===== src/rtl/traffic_countdown_ctrl.sv =====
// ============================================================================
// Module      : traffic_countdown_ctrl
// Description : Phase sequencer and 1 s countdown for a main/country crossing.
//               Produces both remaining-time values, blink phase and lamp drives.
// Revision    : 1.0 - initial release
// ============================================================================
`default_nettype none

module traffic_countdown_ctrl #(
    parameter int CLK_DIV = 50_000_000,
    parameter int MAIN_G  = 25,
    parameter int MAIN_Y  = 5,
    parameter int CTRY_G  = 15,
    parameter int CTRY_Y  = 5
) (
    input  logic       CLK,
    input  logic       RET,
    input  logic       EN,
    input  logic       SENSOR,
    output logic [4:0] MainNumber,
    output logic [4:0] CountryNumber,
    output logic       C,
    output logic       MG,
    output logic       MY,
    output logic       MR,
    output logic       CG,
    output logic       CY,
    output logic       CR
);

    localparam int PW = $clog2(CLK_DIV);

    localparam logic [PW-1:0] c_presc_last = PW'(CLK_DIV - 1);
    localparam logic [PW-1:0] c_presc_half = PW'(CLK_DIV / 2);
    localparam logic [4:0]    c_main_g     = 5'(MAIN_G);
    localparam logic [4:0]    c_main_y     = 5'(MAIN_Y);
    localparam logic [4:0]    c_ctry_g     = 5'(CTRY_G);
    localparam logic [4:0]    c_ctry_y     = 5'(CTRY_Y);

    // Lamp order: {MG, MY, MR, CG, CY, CR}
    localparam logic [5:0] c_lamp_mg = 6'b100_001;
    localparam logic [5:0] c_lamp_my = 6'b010_001;
    localparam logic [5:0] c_lamp_cg = 6'b001_100;
    localparam logic [5:0] c_lamp_cy = 6'b001_010;

    typedef enum logic [1:0] {
        S_MG = 2'd0,
        S_MY = 2'd1,
        S_CG = 2'd2,
        S_CY = 2'd3
    } state_t;

    state_t          r_state;
    state_t          w_state_nxt;
    logic [PW-1:0]   r_presc;
    logic [PW-1:0]   w_presc_nxt;
    logic [4:0]      r_count;
    logic [4:0]      w_count_nxt;
    logic [4:0]      r_main;
    logic [4:0]      w_main_nxt;
    logic [4:0]      r_ctry;
    logic [4:0]      w_ctry_nxt;
    logic            r_c;
    logic            w_c_nxt;
    logic [5:0]      r_lamps;
    logic [5:0]      w_lamps_nxt;
    logic            w_tick;

    always_ff @(posedge CLK or negedge RET) begin
        if (!RET) begin
            r_state <= S_MG;
            r_presc <= '0;
            r_count <= c_main_g;
            r_main  <= c_main_g;
            r_ctry  <= 5'({1'b0, c_main_g} + {1'b0, c_main_y});
            r_c     <= 1'b1;
            r_lamps <= c_lamp_mg;
        end else begin
            r_state <= w_state_nxt;
            r_presc <= w_presc_nxt;
            r_count <= w_count_nxt;
            r_main  <= w_main_nxt;
            r_ctry  <= w_ctry_nxt;
            r_c     <= w_c_nxt;
            r_lamps <= w_lamps_nxt;
        end
    end

    always_comb begin
        w_tick      = EN && (r_presc == c_presc_last);
        w_presc_nxt = r_presc;
        w_state_nxt = r_state;
        w_count_nxt = r_count;

        if (EN) begin
            w_presc_nxt = (r_presc == c_presc_last) ? '0 : r_presc + 1'b1;
        end

        if (w_tick) begin
            if (r_count > 5'd1) begin
                w_count_nxt = 5'({1'b0, r_count} - 6'd1);
            end else begin
                case (r_state)
                    // Without a waiting car the main phase parks at count 1.
                    S_MG: begin
                        if (SENSOR) begin
                            w_state_nxt = S_MY;
                            w_count_nxt = c_main_y;
                        end
                    end
                    S_MY: begin
                        w_state_nxt = S_CG;
                        w_count_nxt = c_ctry_g;
                    end
                    S_CG: begin
                        w_state_nxt = S_CY;
                        w_count_nxt = c_ctry_y;
                    end
                    S_CY: begin
                        w_state_nxt = S_MG;
                        w_count_nxt = c_main_g;
                    end
                    default: begin
                        w_state_nxt = S_MG;
                        w_count_nxt = c_main_g;
                    end
                endcase
            end
        end

        // Outputs are derived from the next state so they register with it.
        w_main_nxt  = w_count_nxt;
        w_ctry_nxt  = w_count_nxt;
        w_lamps_nxt = c_lamp_mg;
        case (w_state_nxt)
            S_MG: begin
                w_ctry_nxt  = 5'({1'b0, w_count_nxt} + {1'b0, c_main_y});
                w_lamps_nxt = c_lamp_mg;
            end
            S_MY: w_lamps_nxt = c_lamp_my;
            S_CG: begin
                w_main_nxt  = 5'({1'b0, w_count_nxt} + {1'b0, c_ctry_y});
                w_lamps_nxt = c_lamp_cg;
            end
            S_CY: w_lamps_nxt = c_lamp_cy;
            default: w_lamps_nxt = c_lamp_mg;
        endcase

        w_c_nxt = !EN || (w_presc_nxt < c_presc_half);
    end

    assign MainNumber    = r_main;
    assign CountryNumber = r_ctry;
    assign C             = r_c;
    assign {MG, MY, MR, CG, CY, CR} = r_lamps;

    // A zero count can only come from a zero duration parameter.
    a_count_nonzero : assert property (@(posedge CLK) disable iff (!RET) r_count != 5'd0);

endmodule

`default_nettype wire


===== config.mk =====
export PLATFORM = sky130hd
export DESIGN_NAME = traffic_countdown_ctrl
export DESIGN_NICKNAME = d
export VERILOG_FILES = /design/src/rtl/traffic_countdown_ctrl.sv
export SDC_FILE = /design/constraint.sdc
export NUM_CORES = 1
export LEC_CHECK = 0
export ABC_AREA = 1
export BUFFER_PORTS_ARGS = -buffer_cell sky130_fd_sc_hd__clkbuf_2
export CORE_AREA = 3 3 99 101
export CTS_CLUSTER_SIZE = 28
export DETAILED_ROUTE_END_ITERATION = 12
export DIE_AREA = 0 0 102 104
export GPL_TIMING_DRIVEN = 0
export PLACE_DENSITY = 0.59
export SLEW_MARGIN = 5
export SYNTH_ARGS = -nofsm -noshare
export SYNTH_HDL_FRONTEND = slang
export SYNTH_SLANG_ARGS = --single-unit
export TNS_END_PERCENT = 5

===== constraint.sdc =====
create_clock -name CLK -period 5.13 [get_ports CLK]
set_input_delay 1.026 -clock CLK [delete_from_list [all_inputs] [get_ports CLK]]
set_output_delay 1.026 -clock CLK [all_outputs]
set_load 0.005 [all_outputs]

==> impl_metrics.ini, run 1 <==
[worst_setup_path]
required_ns = 5.37
timing.rr.start = r_state[1]
r2r-end = MainNumber[4]
reg2reg_depth = 15
rrSetupSlack_ns = 2.76
crit_type = primary input to flop
cp_max_fo = 7
worstSetupStartpointType = primary input
arrival_ns = 2.71
cp-end-kind = flop

[logic_synthesis]
ys_warn_count = 0
synth_cell_types = 37
ys_seq_elements = 50
synth_area_per_cell_sq_um = 7.35
syn-num-nets = 434
netlist_area_sq_um = 3100
synth_top_area_frac = 0.299
synth.area.top_cells = dfrtp_1, nand2_1, dfstp_2, nand3_1, inv_1
synthCells = 422
seq_area_frac_synth = 0.409
yosysTopAreaCell = dfrtp_1

[detailed_routing]
detail_route.iter0.violations = 113
drtAntennaViolNets = 0
num_vias = 2685
drc = 0
highest_layer = met4
routedWlPerCell_um = 12.6
wl_met3_um = 261
drtPass1Iterations = 4
viasPerCell = 4.78
met2_length_um = 3470
m1WireLength_um = 3180
routed_wl_um = 7060

[sta]
maxSlewHeadroom = 0.703
fin_skew_ns = 0.0109
fmax_ghz = 0.404
min_period_over_period = 0.483
rsz0062_at_grt = no
worst_hold_slack_ns = 0.507
tightest_slew_ns = 0.446
hold_viol = 0
setup_viol = 0
min_period_ns = 2.48
tns_ns = 0
slew_viol_final = 0

[floorplan]
rows = 35
floorplan.initialDensity = 0.340
die_area_sq_um = 10600
dieWidth_um = 102
ios = 21
core_area_sq_um = 9110
die_y_um = 104

[power]
p_leak_nw = 1.71
powerDensity_nw_per_um2 = 228
peakVddDrop_mv = 0.126

[finish]
final_common_cell = nand2_1
regArea_sq_um = 1270
layout_common_cells = nand2_1, inv_1, nor2_1
fillCellCount = 954
final_nets = 462
design_area_sq_um = 3460
multi_input_area_sq_um = 1550
insertedDiodeCount = 0
syn_to_final_growth_pct = 11.5
drive_gt1_frac = 0.175

[hold_path]
hold_end = r_presc[4]
hp-start = r_presc[4]
hold_depth = 1
hold_class = flop to flop

[global_route]
grt-ovfl-total = 0
grt_pass1_wl_um = 12300
grtUsageTotal = 0.142
grt_max_degree = 51
grt_antenna_before_repair = 0
grt_pass1_vias = 2618

[clock_network]
ctsLongestPathBuffers = 2
cts_root_buf = clkbuf_8
postCtsHoldBufs = 0
cts_resized = 0
clk_pin_slew_ns = 0.11
cts_tree = done
cts_max_level = 2
cts_sinks = 50
cts_setup_buffers = 0
insertion_delay_ns = 0.31
numCtsBuffers = 5

[place]
dpl_cell_area_sq_um = 3340
place.port_buffers = 20
gp_congestion = 0.898
dp_hpwl_um = 5450

[run]
max_cap_viol_count = 0

[status]
outcome = finished, final reports clean
==> cells by family after synthesis <==
kind of cell    after synthesis  share of synthesized area
compound gates               32                     0.0589
fa+ha+maj                     8                     0.0323
simple gates                254                      0.387
xor+xnor                      8                     0.0226
flops                        50                      0.409
buf+inv                      70                     0.0904
==> layout make-up <==
type	instances	area share
repair buffers	21	0.0347
well taps	111	0.0402
flip-flops and latches	50	0.367
clock inverters	3	0.00832
plain buffers	4	0.00796
multi-input cells	302	0.449
inverters	66	0.0731
clock buffers	5	0.0199
==> worst max-delay path by stage <==
stage / to / cells past startpoint / slack [ns] / from
after floorplan: MainNumber[4] / 12 / 2.82 / EN
after global placement: C / 13 / 2.29 / EN
after detailed placement: C / 13 / 2.30 / EN
after CTS: C / 13 / 2.66 / EN
after global routing: MainNumber[4] / 15 / 2.47 / r_state[1]
final: C / 14 / 2.65 / EN
==> power by group <==
| group | internal (W) | switching (W) |
|---|---|---|
| registers | 0.000419 | 0.0000270 |
| logic | 0.0000324 | 0.0000582 |
| clock network | 0.000101 | 0.000150 |
| total | 0.000553 | 0.000235 |
==> cells in the mapped netlist <==
library cell	number
xor2_1	7
clkinv_1	1
nor2_4	4
buf_4	1
nand3_2	2
inv_6	1
clkbuf_1	1
nand2_4	1
nand3_1	45
buf_6	1
xnor2_1	1
ha_1	8
nor2_1	50
nand2_2	3
nor2_2	10
o211ai_1	1
nand2_1	114
nand3b_1	2
nand3_4	1
a21oi_1	5
dfstp_2	13
inv_2	7
nor3_4	1
or2_2	1
nor3_1	6
nor3b_1	1
o31ai_1	2
o21ai_4	1
buf_2	1
o21a_1	1
o21ai_0	17
o22ai_1	1
inv_1	57
nor2_8	2
nand4_1	11
dfrtp_1	37
o21ai_1	4
==> per-layer routing <==
metal | up-vias | global-route usage
li1 | 1385 | -
met1 | 1228 | 0.189
met2 | 58 | 0.232
met3 | 14 | 0.0255
met4 | 0 | 0.0450
met5 | - | 0
==> per-stage QoR <==
stage / setup WS [ns] / total power, W / utilization / cells
final: 2.65 / 0.000789 / 0.380 / 562
after global routing: 2.47 / 0.000834 / 0.380 / 562
after floorplan: 2.82 / 0.000513 / - / 422
after CTS: 2.66 / 0.000798 / 0.377 / 561
after global placement: 2.29 / 0.000542 / 0.367 / 553
after detailed placement: 2.30 / 0.000542 / 0.367 / 553
==> flip-flops by register name (all words and copies together), names as in the netlist <==
name           cells
CountryNumber      5
r_presc           26
r_state            2
r_count            5
C                  1
r_lamps            6
MainNumber         5
==> worst max-delay path, cell delays in order <==
cell,delay [ns]
clkbuf_2,0.09
nand2_1,0.09
nor2_1,0.13
nand2_1,0.12
nor2_2,0.31
nand3_1,0.12
nand2_1,0.08
nand3_1,0.08
nor2_1,0.17
nand2_1,0.06
nor2_1,0.15
nand3_1,0.09
nand3_1,0.13
nand2_1,0.07
Power figures use the tool's default switching activity.
==> run 2: changes to the inputs <==
==> constraint.sdc (replaced) <==
create_clock -name CLK -period 2.3 [get_ports CLK]
set_input_delay 0.46 -clock CLK [delete_from_list [all_inputs] [get_ports CLK]]
set_output_delay 0.46 -clock CLK [all_outputs]
set_load 0.005 [all_outputs]
==> run 2 against run 1 <==
Net effect: global-route usage is 0.30 points higher; count of clock-buffer cells in the layout stayed put; critical path depth is 2 higher; register-to-register slack worse by 2.6 ns; utilization is 2.2 points higher.
==> impl_metrics.ini, run 2 (synthesis gave the netlist of run 1 again) <==
[status]
outcome = finished, final reports clean

[sta]
hold_viol = 0
rsz0062_at_grt = yes
slew_viol_final = 0
maxSlewHeadroom = 0.695
tightest_slew_ns = 0.454
min_period_ns = 2.16
tns_ns = 0
setup_viol = 0
fin_skew_ns = 0.00716
min_period_over_period = 0.939
fmax_ghz = 0.463

[hold_path]
hold_class = primary input to async pin

[clock_network]
insertion_delay_ns = 0.31
numCtsBuffers = 5
cts_sinks = 50
cts_tree = done
cts_max_level = 2
ctsLongestPathBuffers = 2
clk_pin_slew_ns = 0.11
postCtsHoldBufs = 0
cts_root_buf = clkbuf_8

[worst_setup_path]
crit_type = flop to flop
cp-end-kind = flop
crit_end = CountryNumber[4]
required_ns = 2.55
rrSetupSlack_ns = 0.14
worstSetupStartpointType = flop
reg2reg_depth = 16
timing.rr.start = r_presc[0]
arrival_ns = 2.41
cp_max_fo = 4
crit_start = r_presc[0]
r2r-end = CountryNumber[4]

[global_route]
grt_antenna_before_repair = 0
grt-ovfl-total = 0
grt_max_degree = 51
grtUsageTotal = 0.145
grt_pass1_wl_um = 12500
grt_pass1_vias = 2663

[finish]
design_area_sq_um = 3660
syn_to_final_growth_pct = 18.1
layout_common_cells = nand2_1, inv_1, nor2_1
largest-register = r_presc
fillCellCount = 926
regArea_sq_um = 1270
final_nets = 475
reg_top3 = r_presc (26), r_lamps (6)
insertedDiodeCount = 0
final_common_cell = nand2_1
largest_reg_flops = 26
drive_gt1_frac = 0.252
post-route-util = 0.402
multi_input_area_sq_um = 1640

[floorplan]
floorplan.initialDensity = 0.340
die_y_um = 104
rows = 35
dieWidth_um = 102
die_area_sq_um = 10600
ios = 21
core_area_sq_um = 9110

[detailed_routing]
viasPerCell = 4.81
routedWlPerCell_um = 13.0
drtAntennaViolNets = 0
detail_route.iter0.violations = 110
routed_wl_um = 7460
drc = 0
num_vias = 2764
drtPass1Iterations = 4

[place]
gp_congestion = 0.898
dp_hpwl_um = 5450
dpl_cell_area_sq_um = 3340
place.port_buffers = 20

[power]
powerDensity_nw_per_um2 = 488
total_power_w = 0.00179
peakVddDrop_mv = 0.268
p_leak_nw = 1.78

[run]
max_cap_viol_count = 0
## run 2: cell types whose count changed in the layout (fill, tap and decap cells not counted), moves of 2 or more
| cell | change |
|---|---|
| ha_1 | -2 |
| nand3_1 | -3 |
| nor2_4 | +6 |
| nor2_1 | -5 |
| ha_2 | +2 |
| o21ai_0 | -2 |
| nand2_2 | +8 |
| nand2_1 | -8 |
| nand3_2 | +3 |
| inv_2 | +2 |
| inv_1 | -3 |
| buf_4 | +13 |
## run 2: power by group
part,switching [W],internal [W],total [W]
logic,0.000150,0.0000809,0.000231
registers,0.0000612,0.000936,0.000997
clock network,0.000333,0.000226,0.000559
total,0.000544,0.00124,0.00179
## run 2: through the flow
step | hold WS [ns] | std cells | worst slack [ns]
6_report | 0.0287 | 575 | 0.140
5_1_grt | 0.0389 | 575 | -0.0570
4_1_cts | 0.456 | 563 | 0.00575
3_5_place_dp | 0.489 | 553 | -0.0443
3_3_place_gp | 0.483 | 553 | -0.00654
2_1_floorplan | 0.164 | 422 | 0.285
## run 2: area by class of cell
cell class	instances	area share
clock buffer	5	0.0188
multi-input combinational	302	0.449
inverter	66	0.0701
buffer	4	0.0103
sequential	50	0.347
tap	111	0.0379
clock inverter	3	0.00786
timing repair buffer	34	0.0595
## run 2: worst min-delay path by stage
stage | slack (ns) | startpoint | cells after the start | end
finish | 0.03 | RET | 1 | r_presc[6]
global route | 0.04 | RET | 1 | r_presc[6]
CTS | 0.46 | RET | 1 | r_lamps[3]
detailed placement | 0.49 | r_presc[4] | 1 | r_presc[4]
global placement | 0.48 | r_presc[4] | 1 | r_presc[4]
floorplan | 0.16 | RET | 0 | CountryNumber[0]
## run 2: metal layers
layer	GRT usage	wire, um	part of all wire
met5	0	0	0
met4	0.0440	165	0.022
met3	0.0255	289	0.039
met2	0.237	3710	0.50
met1	0.195	3300	0.44
## run 2: worst max-delay path, stage by stage (launching register included)
cell and delay, ns:
dfrtp_1 0.40, ha_2 0.20, inv_1 0.06, nor2_4 0.12, nand4_1 0.18, nor2_4 0.20
nand2_2 0.09, nand2_2 0.07, nand2_2 0.07, inv_2 0.08, ha_2 0.18, inv_1 0.05
nand2_2 0.08, nand2_1 0.07, nand2_2 0.10, nand3_1 0.06, o21ai_1 0.08
## run 2: repair_timing
action,CTS,global route
endpoints found under the setup margin,4,11
setup buffers,2,11
gates resized for setup,5,32
endpoints found under the hold margin,0,0
pin swaps,1,9
==> run 3: changes to the inputs <==
--- a/config.mk
+++ b/config.mk
@@ -5,14 +5,13 @@
 export SDC_FILE = /design/constraint.sdc
 export NUM_CORES = 1
 export LEC_CHECK = 0
-export ABC_AREA = 1
 export BUFFER_PORTS_ARGS = -buffer_cell sky130_fd_sc_hd__clkbuf_2
-export CORE_AREA = 3 3 99 101
+export CORE_AREA = 3 3 92 94
 export CTS_CLUSTER_SIZE = 28
 export DETAILED_ROUTE_END_ITERATION = 12
-export DIE_AREA = 0 0 102 104
+export DIE_AREA = 0 0 95 97
 export GPL_TIMING_DRIVEN = 0
-export PLACE_DENSITY = 0.59
+export PLACE_DENSITY = 0.6
 export SLEW_MARGIN = 5
 export SYNTH_ARGS = -nofsm -noshare
 export SYNTH_HDL_FRONTEND = slang
==> run 3 against run 2 <==
Net effect: combinational power up 11%; utilization up 3.5 points; clock skew up 0.0041 ns; global-route usage down 1.3 points; wire length down 24%; worst setup slack worse by 0.12 ns; fmax down 5.2%; via count down 27%; register-to-register slack worse by 0.12 ns; sequential power about the same; sequential cell count unchanged; cell count down 30%; critical endpoint unchanged; largest power group unchanged.
==> impl_metrics.ini, run 3 <==
[status]
outcome = finished, final reports clean

[finish]
largest_reg_flops = 26
layout_common_cells = dfrtp_1, nor2_1, xnor2_1
final_nets = 313
reg_top3 = r_presc (26), r_lamps (6)
syn_to_final_growth_pct = 24.6
stdcell_count = 404
largest-register = r_presc
final_common_cell = dfrtp_1
drive_gt1_frac = 0.384
insertedDiodeCount = 0

[logic_synthesis]
yosysTopAreaCell = dfrtp_1
yosys.cell_count.top_type = dfrtp_1
async_flop_share = 1.00
synthSimpleGateAreaFrac = 0.258
synth_cell_types = 56
ys_seq_elements = 50
synth.area.top_cells = dfrtp_1, dfstp_2, xnor2_1, ha_1, nor2_1
ys_warn_count = 0
synth_compound_area_frac = 0.0860
synth_top_family_by_area = simple AND/OR/NAND/NOR gates
synth.area.mux_share = 0.0148
seq_area_frac_synth = 0.468
synth_area_per_cell_sq_um = 10.7
synthXorXnorAreaFrac = 0.100
synthAdderAreaFrac = 0.0370
synth-main-ff-cell = dfrtp_1
netlist_area_sq_um = 2710
synth_edf_count = 0
synthTopCellsByCount = dfrtp_1, nor2_1, xnor2_1
syn-num-nets = 265
synthCells = 253
synth_top_area_frac = 0.342

[detailed_routing]
num_vias = 2008
drtPass1Iterations = 4
drtAntennaViolNets = 0
drc = 0
detail_route.iter0.violations = 59
routedWlPerCell_um = 14.0
viasPerCell = 4.97
routed_wl_um = 5670

[clock_network]
clk_pin_slew_ns = 0.10
cts_sinks = 50
cts_max_level = 2
insertion_delay_ns = 0.31
cts_root_buf = clkbuf_8
ctsLongestPathBuffers = 2
cts_tree = done
numCtsBuffers = 5

[sta]
tightest_slew_ns = 0.535
maxSlewHeadroom = 0.643
fin_skew_ns = 0.0112
min_period_ns = 2.28
slew_viol_final = 0
hold_viol = 0
tns_ns = 0
rsz0062_at_grt = yes
timing.final.ws_setup_ns = 0.0213
fmax_ghz = 0.439
setup_viol = 0
min_period_over_period = 0.991
worst_hold_slack_ns = 0.119

[worst_setup_path]
cp_max_fo = 7
cp-end-kind = flop
timing.rr.start = r_presc[8]
reg2reg_depth = 10
crit_type = flop to flop
r2r-end = CountryNumber[4]
required_ns = 2.53
rrSetupSlack_ns = 0.02
arrival_ns = 2.50
worstSetupStartpointType = flop

[floorplan]
die_area_sq_um = 9220
core_area_sq_um = 7730
dieWidth_um = 95
die_y_um = 97
ios = 21
rows = 32
floorplan.initialDensity = 0.350

[global_route]
grt_pass1_vias = 2056
grt_pass1_wl_um = 9890
grt_max_degree = 51
grtUsageTotal = 0.132
grt_antenna_before_repair = 0
grt-ovfl-total = 0

[place]
place.port_buffers = 20
dp_hpwl_um = 3780
dp_slack_ns = -0.412
gp_congestion = 0.850
dp.cells = 375

[power]
p_leak_nw = 1.43
powerDensity_nw_per_um2 = 521
peakVddDrop_mv = 0.314

[run]
max_cap_viol_count = 0

[hold_path]
hold_class = primary input to async pin
## run 3: area by class of cell
class	count	area [sq um]
fill	748	4350
sequential	50	1270
buffer	5	36.3
clock inverter	3	16.3
clock buffer	5	68.8
timing repair buffer	41	270
tap	102	128
inverter	15	60.1
multi-input combinational	183	1520
## run 3: worst max-delay path by stage
stage / start / endpoint / slack, ns / cells after the start
2_1_floorplan: r_presc[0] / MainNumber[4] / -0.01 / 10
3_3_place_gp: r_presc[0] / MainNumber[4] / -0.43 / 10
3_5_place_dp: r_presc[0] / MainNumber[4] / -0.41 / 10
4_1_cts: r_count[0] / CountryNumber[4] / 0.001 / 9
5_1_grt: r_presc[8] / CountryNumber[4] / -0.16 / 10
6_report: r_presc[8] / CountryNumber[4] / 0.02 / 10
## run 3: layer usage
| metal | part of all wire | track usage |
|---|---|---|
| met5 | 0 | 0 |
| met4 | 0.0064 | 0.0300 |
| met3 | 0.037 | 0.0327 |
| met2 | 0.50 | 0.215 |
| met1 | 0.45 | 0.177 |
## run 3: repair_timing
action | CTS | global route
pin swaps | 8 | 6
hold buffers | 0 | 0
gates resized for setup | 26 | 10
endpoints found under the setup margin | 17 | 21
setup buffers | 17 | 3
## run 3: power by group
part	switching (W)	internal (W)	leakage, nW
clock	0.000296	0.000209	0.0416
sequential	0.0000574	0.000938	0.616
combinational	0.000126	0.000131	0.768
## run 3: cells by family after synthesis
family                     count (synthesis)
and+or+nand+nor                          111
buffers and inverters                     20
xor gates and xnor gates                  31
DFF                                       50
AOI/OAI and AO/OA                         30
muxes                                      3
adders and majority gates                  8
## run 3: through the flow
stage	power, W	cell area, sq um	util
finish	0.00176	3370	0.437
global placement	0.00120	2940	0.381
floorplan	0.00114	2710	-
detailed placement	0.00120	2940	0.381
CTS	0.00176	3280	0.425
global route	0.00186	3370	0.437
## run 3: worst max-delay path, cell delays in order (launching register included)
cell and delay (ns):
dfrtp_1 0.39, buf_6 0.13, nor4b_4 0.27, nand4_1 0.22, buf_4 0.20, o41a_1 0.40, a21o_1 0.19, clkinv_2 0.06
o21ai_2 0.06, nor3_2 0.14, xnor2_1 0.14
